===== config.mk =====
export PLATFORM = sky130hd
export DESIGN_NAME = rv_lsu_core
export DESIGN_NICKNAME = d
export VERILOG_FILES = /design/src/rtl/rv_lsu_core.sv
export SDC_FILE = /design/constraint.sdc
export NUM_CORES = 1
export LEC_CHECK = 0
export ABC_AREA = 1
export CAP_MARGIN = 20
export CORE_MARGIN = 10
export CORE_UTILIZATION = 45
export DETAILED_ROUTE_END_ITERATION = 16
export GPL_ROUTABILITY_DRIVEN = 0
export PLACE_DENSITY = 0.91
export REMOVE_ABC_BUFFERS = 1
export SLEW_MARGIN = 5
export SYNTH_ARGS = -nofsm -noshare
export SYNTH_HDL_FRONTEND = slang
export SYNTH_SLANG_ARGS = --single-unit

===== constraint.sdc =====
create_clock -name clk -period 1.65 [get_ports clk]
set_input_delay 0.2475 -clock clk [delete_from_list [all_inputs] [get_ports clk]]
set_output_delay 0.2475 -clock clk [all_outputs]
set_load 0.01 [all_outputs]

===== src/rtl/rv_lsu_core.sv =====
// Load/store unit: one memory op at a time over a req/gnt/rvalid bus with lane steering and load extension.
// Optional LSU_MISALIGNED_SPLIT_EN splits word-crossing accesses into two bus beats.
module rv_lsu_core #(
  parameter int XLEN   = 32,
  parameter int ADDR_W = 32
) (
  input  logic                clk,
  input  logic                rst_n,
  input  logic                req_valid,
  output logic                req_ready,
  input  logic                req_write,
  input  logic [1:0]          req_size,
  input  logic                req_unsigned,
  input  logic [ADDR_W-1:0]   req_addr,
  input  logic [XLEN-1:0]     req_wdata,
  input  logic [4:0]          req_rd,
  output logic                mem_req,
  input  logic                mem_gnt,
  output logic                mem_we,
  output logic [ADDR_W-1:0]   mem_addr,
  output logic [XLEN/8-1:0]   mem_be,
  output logic [XLEN-1:0]     mem_wdata,
  input  logic                mem_rvalid,
  input  logic [XLEN-1:0]     mem_rdata,
  input  logic                mem_err,
  output logic                rsp_valid,
  output logic [XLEN-1:0]     rsp_rdata,
  output logic [4:0]          rsp_rd,
  output logic                rsp_err,
  output logic                rsp_misaligned
);
  // state  | meaning
  // IDLE   | ready for a new operation
  // REQ    | bus request held until granted (beat 1 or 2)
  // WAIT   | granted, waiting for the response beat
  // RESP   | one-cycle completion pulse

  localparam int NB    = XLEN / 8;
  localparam int OFF_W = $clog2(NB);
`ifdef LSU_MISALIGNED_SPLIT_EN
  localparam bit SPLIT_EN = 1'b1;
`else
  localparam bit SPLIT_EN = 1'b0;
`endif

  typedef enum logic [1:0] {S_IDLE, S_REQ, S_WAIT, S_RESP} state_t;
  state_t state, state_nxt;

  logic                op_write, op_unsigned, op_beat2;
  logic [1:0]          op_size;
  logic [ADDR_W-1:0]   op_addr;
  logic [XLEN-1:0]     op_wdata, rdata_lo, rsp_data_q;
  logic [4:0]          op_rd;
  logic                rsp_err_q, rsp_mis_q;

  logic [OFF_W-1:0]    in_off, op_off;
  logic [2*NB-1:0]     in_be, op_be;
  logic                in_cross, in_illegal, in_reject, op_cross, split_pending;
  logic [2*XLEN-1:0]   wd_full, rd_comb;
  logic [ADDR_W-1:0]   addr_base;

  // Enables over two consecutive bus words; the upper half is the overflow lanes.
  function automatic logic [2*NB-1:0] lane_mask(input logic [1:0] size, input logic [OFF_W-1:0] off);
    logic [7:0] m;
    case (size)
      2'b00:   m = 8'h01;
      2'b01:   m = 8'h03;
      2'b10:   m = 8'h0F;
      default: m = 8'hFF;
    endcase
    return (2*NB)'(m) << off;
  endfunction

  function automatic logic [XLEN-1:0] extract(input logic [2*XLEN-1:0] data, input logic [1:0] size,
                                             input logic [OFF_W-1:0] off, input logic uns);
    logic [2*XLEN-1:0] sh;
    logic [XLEN-1:0]   mask, ext;
    int                nbits;
    sh    = data >> {off, 3'b000};
    nbits = 8 << size;
    mask  = (nbits >= XLEN) ? '1 : ~({XLEN{1'b1}} << nbits);
    ext   = (!uns && sh[nbits-1]) ? ~mask : '0;
    return (sh[XLEN-1:0] & mask) | ext;
  endfunction

  assign in_off        = req_addr[OFF_W-1:0];
  assign in_be         = lane_mask(req_size, in_off);
  assign in_cross      = |in_be[2*NB-1:NB];
  assign in_illegal    = (XLEN == 32) && (req_size == 2'b11);
  assign in_reject     = in_illegal || (in_cross && !SPLIT_EN);

  assign op_off        = op_addr[OFF_W-1:0];
  assign op_be         = lane_mask(op_size, op_off);
  assign op_cross      = |op_be[2*NB-1:NB];
  assign split_pending = SPLIT_EN && op_cross && !op_beat2;
  assign wd_full       = (2*XLEN)'(op_wdata) << {op_off, 3'b000};
  assign addr_base     = {op_addr[ADDR_W-1:OFF_W], {OFF_W{1'b0}}};
  assign rd_comb       = op_beat2 ? {mem_rdata, rdata_lo} : {{XLEN{1'b0}}, mem_rdata};

  always_ff @(posedge clk or negedge rst_n) begin
    if (!rst_n) state <= S_IDLE;
    else        state <= state_nxt;
  end

  always_comb begin
    state_nxt = state;
    case (state)
      S_IDLE: if (req_valid) state_nxt = in_reject ? S_RESP : S_REQ;
      S_REQ:  if (mem_gnt) state_nxt = S_WAIT;
      S_WAIT: if (mem_rvalid) state_nxt = (!mem_err && split_pending) ? S_REQ : S_RESP;
      S_RESP: state_nxt = S_IDLE;
      default: state_nxt = S_IDLE;
    endcase
  end

  always_comb begin
    req_ready      = (state == S_IDLE);
    mem_req        = 1'b0;
    mem_we         = 1'b0;
    mem_addr       = '0;
    mem_be         = '0;
    mem_wdata      = '0;
    rsp_valid      = 1'b0;
    rsp_rdata      = '0;
    rsp_rd         = '0;
    rsp_err        = 1'b0;
    rsp_misaligned = 1'b0;
    case (state)
      S_REQ: begin
        mem_req   = 1'b1;
        mem_we    = op_write;
        mem_addr  = op_beat2 ? addr_base + ADDR_W'(NB) : addr_base;
        mem_be    = op_beat2 ? op_be[2*NB-1:NB] : op_be[NB-1:0];
        mem_wdata = op_beat2 ? wd_full[2*XLEN-1:XLEN] : wd_full[XLEN-1:0];
      end
      S_RESP: begin
        rsp_valid      = 1'b1;
        rsp_rdata      = rsp_data_q;
        rsp_rd         = op_rd;
        rsp_err        = rsp_err_q;
        rsp_misaligned = rsp_mis_q;
      end
      default: ;
    endcase
  end

  always_ff @(posedge clk or negedge rst_n) begin
    if (!rst_n) begin
      op_write    <= 1'b0;
      op_unsigned <= 1'b0;
      op_beat2    <= 1'b0;
      op_size     <= '0;
      op_addr     <= '0;
      op_wdata    <= '0;
      op_rd       <= '0;
      rdata_lo    <= '0;
      rsp_data_q  <= '0;
      rsp_err_q   <= 1'b0;
      rsp_mis_q   <= 1'b0;
    end else if (state == S_IDLE && req_valid) begin
      op_write    <= req_write;
      op_unsigned <= req_unsigned;
      op_beat2    <= 1'b0;
      op_size     <= req_size;
      op_addr     <= req_addr;
      op_wdata    <= req_wdata;
      op_rd       <= req_rd;
      rsp_data_q  <= '0;
      rsp_err_q   <= in_illegal;
      rsp_mis_q   <= !in_illegal && in_reject;
    end else if (state == S_WAIT && mem_rvalid) begin
      if (mem_err) begin
        rsp_err_q  <= 1'b1;
        rsp_data_q <= '0;
      end else if (split_pending) begin
        rdata_lo <= mem_rdata;
        op_beat2 <= 1'b1;
      end else begin
        rsp_data_q <= op_write ? '0 : extract(rd_comb, op_size, op_off, op_unsigned);
      end
    end
  end

endmodule


==> results of run 1 <==
worst min-delay path, cell delays in order:
cell	delay, ns
clkdlybuf4s50_1	0.39
nand2_1	0.06
nand2_1	0.04
metrics by stage:
step	setup WS (ns)	hold WS, ns
3_3_place_gp	-0.510	0.373
6_report	-0.467	0.416
5_1_grt	-0.544	0.413
4_1_cts	-0.456	0.406
3_5_place_dp	-0.654	0.371
2_1_floorplan	-1.01	-0.0481
synthesized netlist by cell type (2+ instances only):
master | number | area (um^2)
a21oi_1 | 3 | 15.0
a22o_1 | 6 | 52.6
a31oi_1 | 6 | 37.5
a32o_1 | 2 | 20.0
buf_1 | 3 | 11.3
buf_2 | 10 | 50.1
buf_4 | 8 | 60.1
clkbuf_1 | 29 | 109
dfrtp_1 | 109 | 2730
ha_1 | 4 | 50.1
inv_1 | 91 | 342
inv_2 | 3 | 11.3
mux2i_1 | 9 | 90.1
nand2_1 | 370 | 1390
nand2_2 | 2 | 12.5
nand2_4 | 3 | 33.8
nand3_1 | 25 | 125
nand3_2 | 12 | 120
nor2_1 | 55 | 206
o21ai_0 | 52 | 260
o221ai_1 | 7 | 61.3
o22ai_1 | 2 | 12.5
o31ai_1 | 4 | 30.0
o32ai_1 | 9 | 78.8
final timing paths:
path	startpoint	to	slack (ns)
min in group asynchronous	rst_n	rsp_data_q[1]	0.48
max in group asynchronous	rst_n	op_addr[0]	0.63
max	state[0]	mem_wdata[27]	-0.47
max reg2reg	op_addr[0]	rsp_data_q[12]	-0.34
min	req_addr[16]	op_addr[16]	0.42
min reg2reg	op_addr[21]	op_addr[21]	0.48
sequential cells by signal, summed over array words and instances, names as in the netlist:
register,flops
op_rd,5
op_size,2
rsp_mis_q,1
op_write,1
rsp_data_q,32
op_wdata,32
state,2
rsp_err_q,1
op_addr,32
op_unsigned,1
cell type report:
type,instances,area share [%]
antenna,1,0.0247
clock buffer,10,2.35
clock inverter,5,0.740
inverter,96,4.04
multi-input combinational,582,32.5
sequential,109,26.9
tap,176,2.17
timing repair buffer,321,31.2
routing by layer:
layer / track usage (%) / vias up
met5: 0 / -
met4: 12.3 / 2
met3: 9.05 / 136
met2: 42.7 / 481
met1: 28.4 / 3314
li1: - / 3154
timing repair:
action	in CTS	in global routing
pin swaps	23	20
endpoints found under the hold margin	21	0
setup buffers	33	11
hold buffers	1	0
cloned	7	3
resized for setup	531	112
endpoints found under the setup margin	145	146
cell usage in the layout, fill, tap and decap left out, types with 3 or more instances in the layout:
cell type,synthesis,routed
nor2_1,55,46
nand2_8,0,3
o221ai_1,7,6
inv_2,3,5
nand2_1,370,334
o32ai_2,0,6
inv_4,0,6
buf_8,1,4
nor2_4,1,5
dfrtp_1,109,107
nor2_2,0,5
clkdlybuf4s15_2,0,11
o21ai_0,52,35
buf_6,1,42
o21ai_2,0,3
nand3_4,0,8
clkdlybuf4s50_1,0,115
o32ai_1,9,3
inv_1,91,81
nand3_2,12,22
buf_4,8,50
clkbuf_16,0,12
mux2i_4,0,4
ha_4,0,4
nand2_2,2,31
buf_12,0,18
a22o_1,6,6
o21ai_1,1,14
clkinv_2,0,3
bufbuf_16,0,3
nand3_1,25,7
nand2_4,3,8
mux2i_1,9,4
buf_16,0,3
buf_2,10,69
power by group:
| part | internal [mW] | switching [mW] |
|---|---|---|
| Sequential | 3.77 | 0.755 |
| Combinational | 5.12 | 6.37 |
| Clock | 1.36 | 1.01 |
| Total | 10.2 | 8.13 |
cells by family (layout without fill, tap and decap cells):
logic type,after synthesis,count (layout)
buffers and inverters,148,432
AOI/OAI and AO/OA,96,96
and+or+nand+nor,470,471
adders and majority gates,4,4
other,1,3
muxes,9,9
DFF,109,109
==> results.md, run 1 <==
- Crit path launch type: register
- Critical path class: register to output port
- Simple-gate share of the synthesized area: 31.8%
- Setup ws final: -0.467 ns
- Period minus WS final: 2.12 ns
- Maximum fanout along the worst path: 6
- Endpoints failing hold: 0
- Worst min-delay path category: input port to register
- Slowest stage delay, CP: 0.37 ns
- Ys Warns: 0
- Top_reg_cell synth: dfrtp_1
- Syn Std Cell Area: 0.00601 mm^2
- Met2 WL: 12,800 um
- Initial antenna violation count: 1
- Clock buffer count from CTS: 9
- Critical Path AT: 1.87 ns
- Vias in the first global route: 7,061
- Setup total negative slack: -34.69 ns
- Die width: around 140 um
- Main combinational cell family by area after synthesis: simple AND/OR/NAND/NOR gates
- PD cells: 1810 mW/mm^2
- Clk buf depth: 2
- CP required: 1.40 ns
- DRT antenna net count: 0
- Layout cells sized above 1: a little under a third
- H-tree levels: 3
- Adder-cell area share of the yosys netlist: 0.833%
- Routed wl met3: a little over 3000 um
- R2R depth: 9
- Mux contribution to synthesized area: 1.50%
- Max IR drop VDD: 1170 uV
- Max Slew Vio Count: 0
- Top Layer Used: met5
- DRC viols: 0
- Post-Synth XOR/XNOR Area: 0%
- Fin util: 77.3%
- Worst-path clk slew: 0.09 ns
- TritonCTS clock tree: built
- Slew headroom: 57.6%
- Largest delay share family, worst path: buffers and inverters
- Fin crit share: 128%
- Hold depth: 3
- Initial Util: between 40% and 50%
- Largest net degree at the start of global routing: 110
- Nets: 1,234
- Total I/O pin count: 222
- Total GRT Usage: 25.6%
- Routed vias: roughly 7,000
- Post-synth EDFFs: 0
- Failing checks: setup timing
- Avg Cell Area, Syn: around 7.2 um^2
- WP buf/inv: 5
- Crit-path cells: buf_6 -> ha_4 -> inv_4 -> nor2_4 -> inv_4 -> bufbuf_16 -> o32ai_2 -> buf_2
- HPWL Detailed: about 15,000 um
- Core area: 0.0131 mm^2
- Layout Skew: 0.0217 ns
- Setup violators final: 141
- Worst-margin pin slew: 0.637 ns
- CTS root buffer: clkbuf_16
- Worst Setup End Kind: output port
- Worst skew pair latency: 0.37 ns
- Register area: ~0.0027 mm^2
- First-pass GRT wire length: 37,000 um
- Post-Route M1 WL: 9220 um
- Status: complete, but fails checks
- DR WL/cell: 20.5 um
- Multi-input gate area: 0.00330 mm^2
- DRT Wirelength: between 20,000 and 30,000 um
- Post-DP Area: 0.00872 mm^2
- Post-route cell area: 0.0101 mm^2
- Placed Instances: 1,236
- Non-Filler Instances: 1,300
- Pleak: 5.45 nW
- Seq cells post-synth: between 100 and 150
- Port Buffers: ~220
- FMAX: 472 MHz
- Drt first pass iters: 6
- 1st-iter DRT viols: 717
- Gr ovfl total: 0
- FILL cells: 840
- Die height: 136 um
- Synth cell types: 37
- Ys async rst share: 100%
- Sequential fraction of the synthesis area: between 40% and 50%
- Area delta synth->final: 68.9%
- Die ar.: 0.0184 mm^2
- Most frequent CP cell: inv_4
- Total chip power: 18.4 mW
- Stages on the worst setup path: 8
- Max cap viols: 0
- Mapped Cells: 837
- Synth Area in Compound Gates: 10.1%
- Slowest CP cell: dfrtp_1
- CTS sink cnt: 109
- Via density: 5.45
- Row count: 42
- RSZ-0062 raised after global routing: yes
No activity file was read; power rests on OpenSTA's default activity.
==> run 2, diff against run 1 <==
- CORE_MARGIN: 10 -> 2
==> results.md, run 2 (synthesis results as in run 1) <==
- Post-route cell area: 0.0100 mm^2
- Area delta synth->final: 67.2%
- 1st-iter DRT viols: 930
- Gr ovfl total: 0
- Register area: roughly 0.0027 mm^2
- Total chip power: around 18 mW
- Via density: 5.45
- Die height: 120 um
- Status: complete, but fails checks
- Met3 Use GR: 6.18%
- FMAX: 481 MHz
- Critical Path AT: 1.83 ns
- DRC viols: 0
- Multi-input gate area: 0.00330 mm^2
- GR Util met2: between 50% and 60%
- Layout Skew: 0.00911 ns
- Max cap viols: 0
- TritonCTS clock tree: built
- Die ar.: 0.0143 mm^2
- Port Buffers: 219
- Core area: 0.0131 mm^2
- Nets: around 1,200
- Worst skew pair latency: ~0.36 ns
- Failing checks: setup timing
- Crit path launch type: register
- Initial Util: 45.7%
- Non-Filler Instances: approximately 1,300
- Total GRT Usage: ~30%
- DRT antenna net count: 0
- Worst min-delay path category: input port to async pin
- Worst Setup End Kind: output port
- Setup ws final: -0.428 ns
- HPWL Detailed: 13,600 um
- DR WL/cell: around 19 um
- Reg2Reg Launch Point: op_addr[0]
- Vias in the first global route: approximately 6,800
- Most used routing layer: met2
- Layout cells sized above 1: 29.6%
- Die width: between 100 and 150 um
- Diode count: 0
- Fin crit share: 126%
- Initial antenna violation count: 0
- Post-DP Area: 0.00871 mm^2
- Setup violators final: between 100 and 150
- Max IR drop VDD: 1010 uV
- Max Slew Vio Count: 0
- Crit path from: state[1]
- Period minus WS final: 2.08 ns
- Pre-CTS WS: -0.568 ns
- Worst-path clk slew: 0.07 ns
- Placed Instances: 1,233
- CTS sink cnt: 109
- FILL cells: 857
- Row count: 42
- Regs by FF count: op_addr (32), op_wdata (32), rsp_data_q (32)
- Largest net degree at the start of global routing: 60
- PD cells: ~1800 mW/mm^2
- Maximum fanout along the worst path: 6
- Commonest non-fill, non-tap cell in the layout: nand2_1
- Routed vias: approximately 7,100
- Met1 usage: 36.9%
- CP required: 1.40 ns
- Clock buffer count from CTS: 9
- DRT Wirelength: 24,900 um
- Endpoints failing hold: 0
- CTS root buffer: clkbuf_16
- RSZ-0062 raised after global routing: yes
- First-pass GRT wire length: ~34,000 um
- Pleak: 5.43 nW
- Total I/O pin count: 222
- H-tree levels: 3
- Critical path class: register to output port
- Clk buf depth: 2
- Most frequent cells in the layout: nand2_1, clkdlybuf4s50_1, dfrtp_1
- Drt first pass iters: 6
- Setup total negative slack: -32.78 ns
run 2: path summary, 6_finish.rpt:
| check | end | slack (ns) | cells after the start |
|---|---|---|---|
| worst max-delay path | mem_wdata[24] | -0.43 | 8 |
| worst max register to register | rsp_data_q[19] | -0.22 | 11 |
| worst min register to register | op_rd[3] | 0.48 | 2 |
| min in group clk | op_addr[25] | 0.41 | 3 |
| worst min-delay path | rsp_data_q[20] | 0.36 | 2 |
| max in group asynchronous | op_addr[20] | 0.75 | 3 |
run 2: timing repair:
item                                    CTS  global route
pin swaps                                14            15
endpoints found under the setup margin  207           197
endpoints found under the hold margin    20             0
gates cloned                              7             7
hold buffers                              1             0
setup buffers                            17            27
gates resized for setup                 483           110
run 2: cell type report:
cell class / instances / area share (%)
multi-input combinational: 582 / 32.8
timing repair buffer: 321 / 31.0
clock buffer: 14 / 2.63
sequential: 109 / 27.2
inverter: 96 / 3.92
timing repair inverter: 1 / 0.0872
clock inverter: 2 / 0.174
tap: 176 / 2.19
run 2: metrics by stage:
stage | hold slack, ns | utilization, %
after floorplan | -0.0481 | -
after global placement | 0.174 | 66.3
after detailed placement | 0.180 | 66.3
after CTS | 0.357 | 71.6
after global routing | 0.370 | 76.5
final | 0.356 | 76.5
run 2: power by group:
group	total [mW]	internal (mW)	switching [mW]	leakage, nW
Clock	2.16	1.12	1.04	0.137
Sequential	4.57	3.76	0.807	1.40
Combinational	11.3	4.95	6.37	3.89
run 2: routing by layer:
layer | routed length, um | share of wire, %
met1 | 8960 | 36
met2 | 12300 | 49
met5 | 0 | 0
met4 | 1010 | 4.0
met3 | 2670 | 11
run 2: critical path, stage by stage (launching register included):
cell and delay (ns):
dfrtp_1 0.40, inv_2 0.09, ha_4 0.16, inv_4 0.04
nor2_4 0.12, inv_4 0.08, buf_8 0.14, o32ai_2 0.25
buf_2 0.17
==> run 3, diff against run 2 <==
- CTS_BUF_LIST: unset -> sky130_fd_sc_hd__clkbuf_4 sky130_fd_sc_hd__clkbuf_8
==> results.md, run 3 (synthesis results as in run 1) <==
- Status: complete, but fails checks
- Failing checks: setup timing
- HPWL Detailed: 13,600 um
- Commonest non-fill, non-tap cell in the layout: nand2_1
- DR WL/cell: 18.5 um
- Endpoints failing hold: 0
- Core area: 0.0131 mm^2
- Slowest stage delay, CP: 0.50 ns
- Register area: 0.00273 mm^2
- Critical path class: register to output port
- CTS root buffer: clkbuf_8
- Drt first pass iters: 6
- Diode count: 0
- Non-Filler Instances: 1,293
- RSZ-0062 raised after global routing: yes
- Fin crit share: 128%
- Initial antenna violation count: 0
- Placed Instances: roughly 1,200
- Pre-CTS WS: -0.568 ns
- Critical Path AT: 1.86 ns
- Layout cells sized above 1: 28.6%
- Die ar.: 0.0143 mm^2
- Total GRT Usage: between 20 and 30%
- Total chip power: 17.3 mW
- FILL cells: between 800 and 900
- Crit-path cells: buf_12 -> o21ai_0 -> o32ai_4 -> buf_2
- Max IR drop VDD: 1150 uV
- Worst skew pair latency: 0.39 ns
- Post-route cell area: around 0.0099 mm^2
- Routed vias: between 7,000 and 8,000
- Largest net degree at the start of global routing: 60
- Largest delay share family, worst path: compound AO/OA/AOI/OAI gates
- Vias in the first global route: slightly below 7,000
- Slowest CP cell: dfrtp_2
- Setup violators final: 140
- First-pass GRT wire length: 33,500 um
- Die width: 120 um
- Clk buf depth: 2
- Layout Skew: 0.00693 ns
- TritonCTS clock tree: built
- Period minus WS final: 2.11 ns
- Pleak: 5.36 nW
- Via density: roughly 5.5
- Port Buffers: roughly 220
- Most frequent cells in the layout: nand2_1, clkdlybuf4s50_1, dfrtp_1
- Clock buffer count from CTS: 9
- Worst min-delay path category: input port to async pin
- 1st-iter DRT viols: 757
- H-tree levels: 3
- Regs by FF count: op_addr (32), op_wdata (32), rsp_data_q (32)
- Nets: 1,227
- Worst-path clk slew: 0.10 ns
- Worst Setup End Kind: output port
- Worst-margin pin slew: 0.642 ns
- Row count: 42
- Setup total negative slack: -42.36 ns
- DRT antenna net count: 0
- Initial Util: 45.7%
- Max cap viols: 0
- Post-DP Area: 0.00871 mm^2
- Multi-input gate area: 0.00329 mm^2
- Max Slew Vio Count: 0
- DRC viols: 0
- Slew headroom: 57.2%
- DRT Wirelength: 23,900 um
- Gr ovfl total: 0
- FMAX: ~470 MHz
- Setup ws final: -0.460 ns
- Die height: about 120 um
- PD cells: 1740 mW/mm^2
- Total I/O pin count: 222
- Maximum fanout along the worst path: 19
- CTS sink cnt: 109
- CP required: ~1.4 ns
- Area delta synth->final: 64.8%
- WP buf/inv: 2
- Crit path launch type: register
run 3: final timing paths:
| kind | from | end | slack, ns | cells past startpoint |
|---|---|---|---|---|
| worst max-delay path | op_addr[0] | mem_wdata[25] | -0.46 | 4 |
| worst min-delay path | rst_n | rsp_data_q[20] | 0.31 | 2 |
| worst max register to register | op_addr[0] | rsp_data_q[10] | -0.37 | 10 |
| worst min register to register | rsp_data_q[22] | rsp_data_q[22] | 0.49 | 2 |
| max in group asynchronous | rst_n | op_addr[20] | 0.78 | 3 |
| min in group clk | req_addr[25] | op_addr[25] | 0.38 | 3 |
run 3: cell type report:
class | instances | area share [%]
clock buffers | 14 | 1.76
clock inverters | 2 | 0.177
inverters | 96 | 3.93
multi-input cells | 582 | 33.2
flip-flops and latches | 109 | 27.6
well taps | 176 | 2.22
repair buffers | 314 | 31.1
run 3: metrics by stage:
step           util (%)  hold slack [ns]
3_3_place_gp       66.3            0.174
4_1_cts            70.9            0.315
5_1_grt            75.4            0.331
2_1_floorplan         -          -0.0481
6_report           75.4            0.313
3_5_place_dp       66.3            0.180
run 3: timing repair:
item | in CTS | in global routing
pin swaps | 15 | 14
hold endpoints to repair | 20 | 0
setup endpoints to repair | 207 | 202
gates cloned | 7 | 7
hold buffers | 1 | 0
resized for setup | 475 | 102
setup buffers | 20 | 15
run 3: power by group:
group	leakage [nW]	switching (mW)	internal [mW]	total, mW
Combinational	3.86	6.18	4.88	11.1
Clock	0.101	0.945	0.691	1.64
Sequential	1.40	0.823	3.76	4.58
Total	5.36	7.95	9.33	17.3
run 3: worst register-to-register path: cells and delay by family (launching register included):
family	cells	cell delay, ns
flip-flops	1	0.50
AND/OR/NAND/NOR	2	0.16
AO/OA/AOI/OAI	2	0.52
buffers and inverters	6	0.74
run 3: routing by layer:
metal  track usage [%]  wire length [um]  part of all wire (%)  up-vias
li1                  -                 -                     -     3152
met1              37.1              8560                    36     3293
met2              50.1             11700                    49      523
met3              6.70              2500                    10      103
met4              11.6              1130                   4.7        0
met5                 0                 0                     0        -
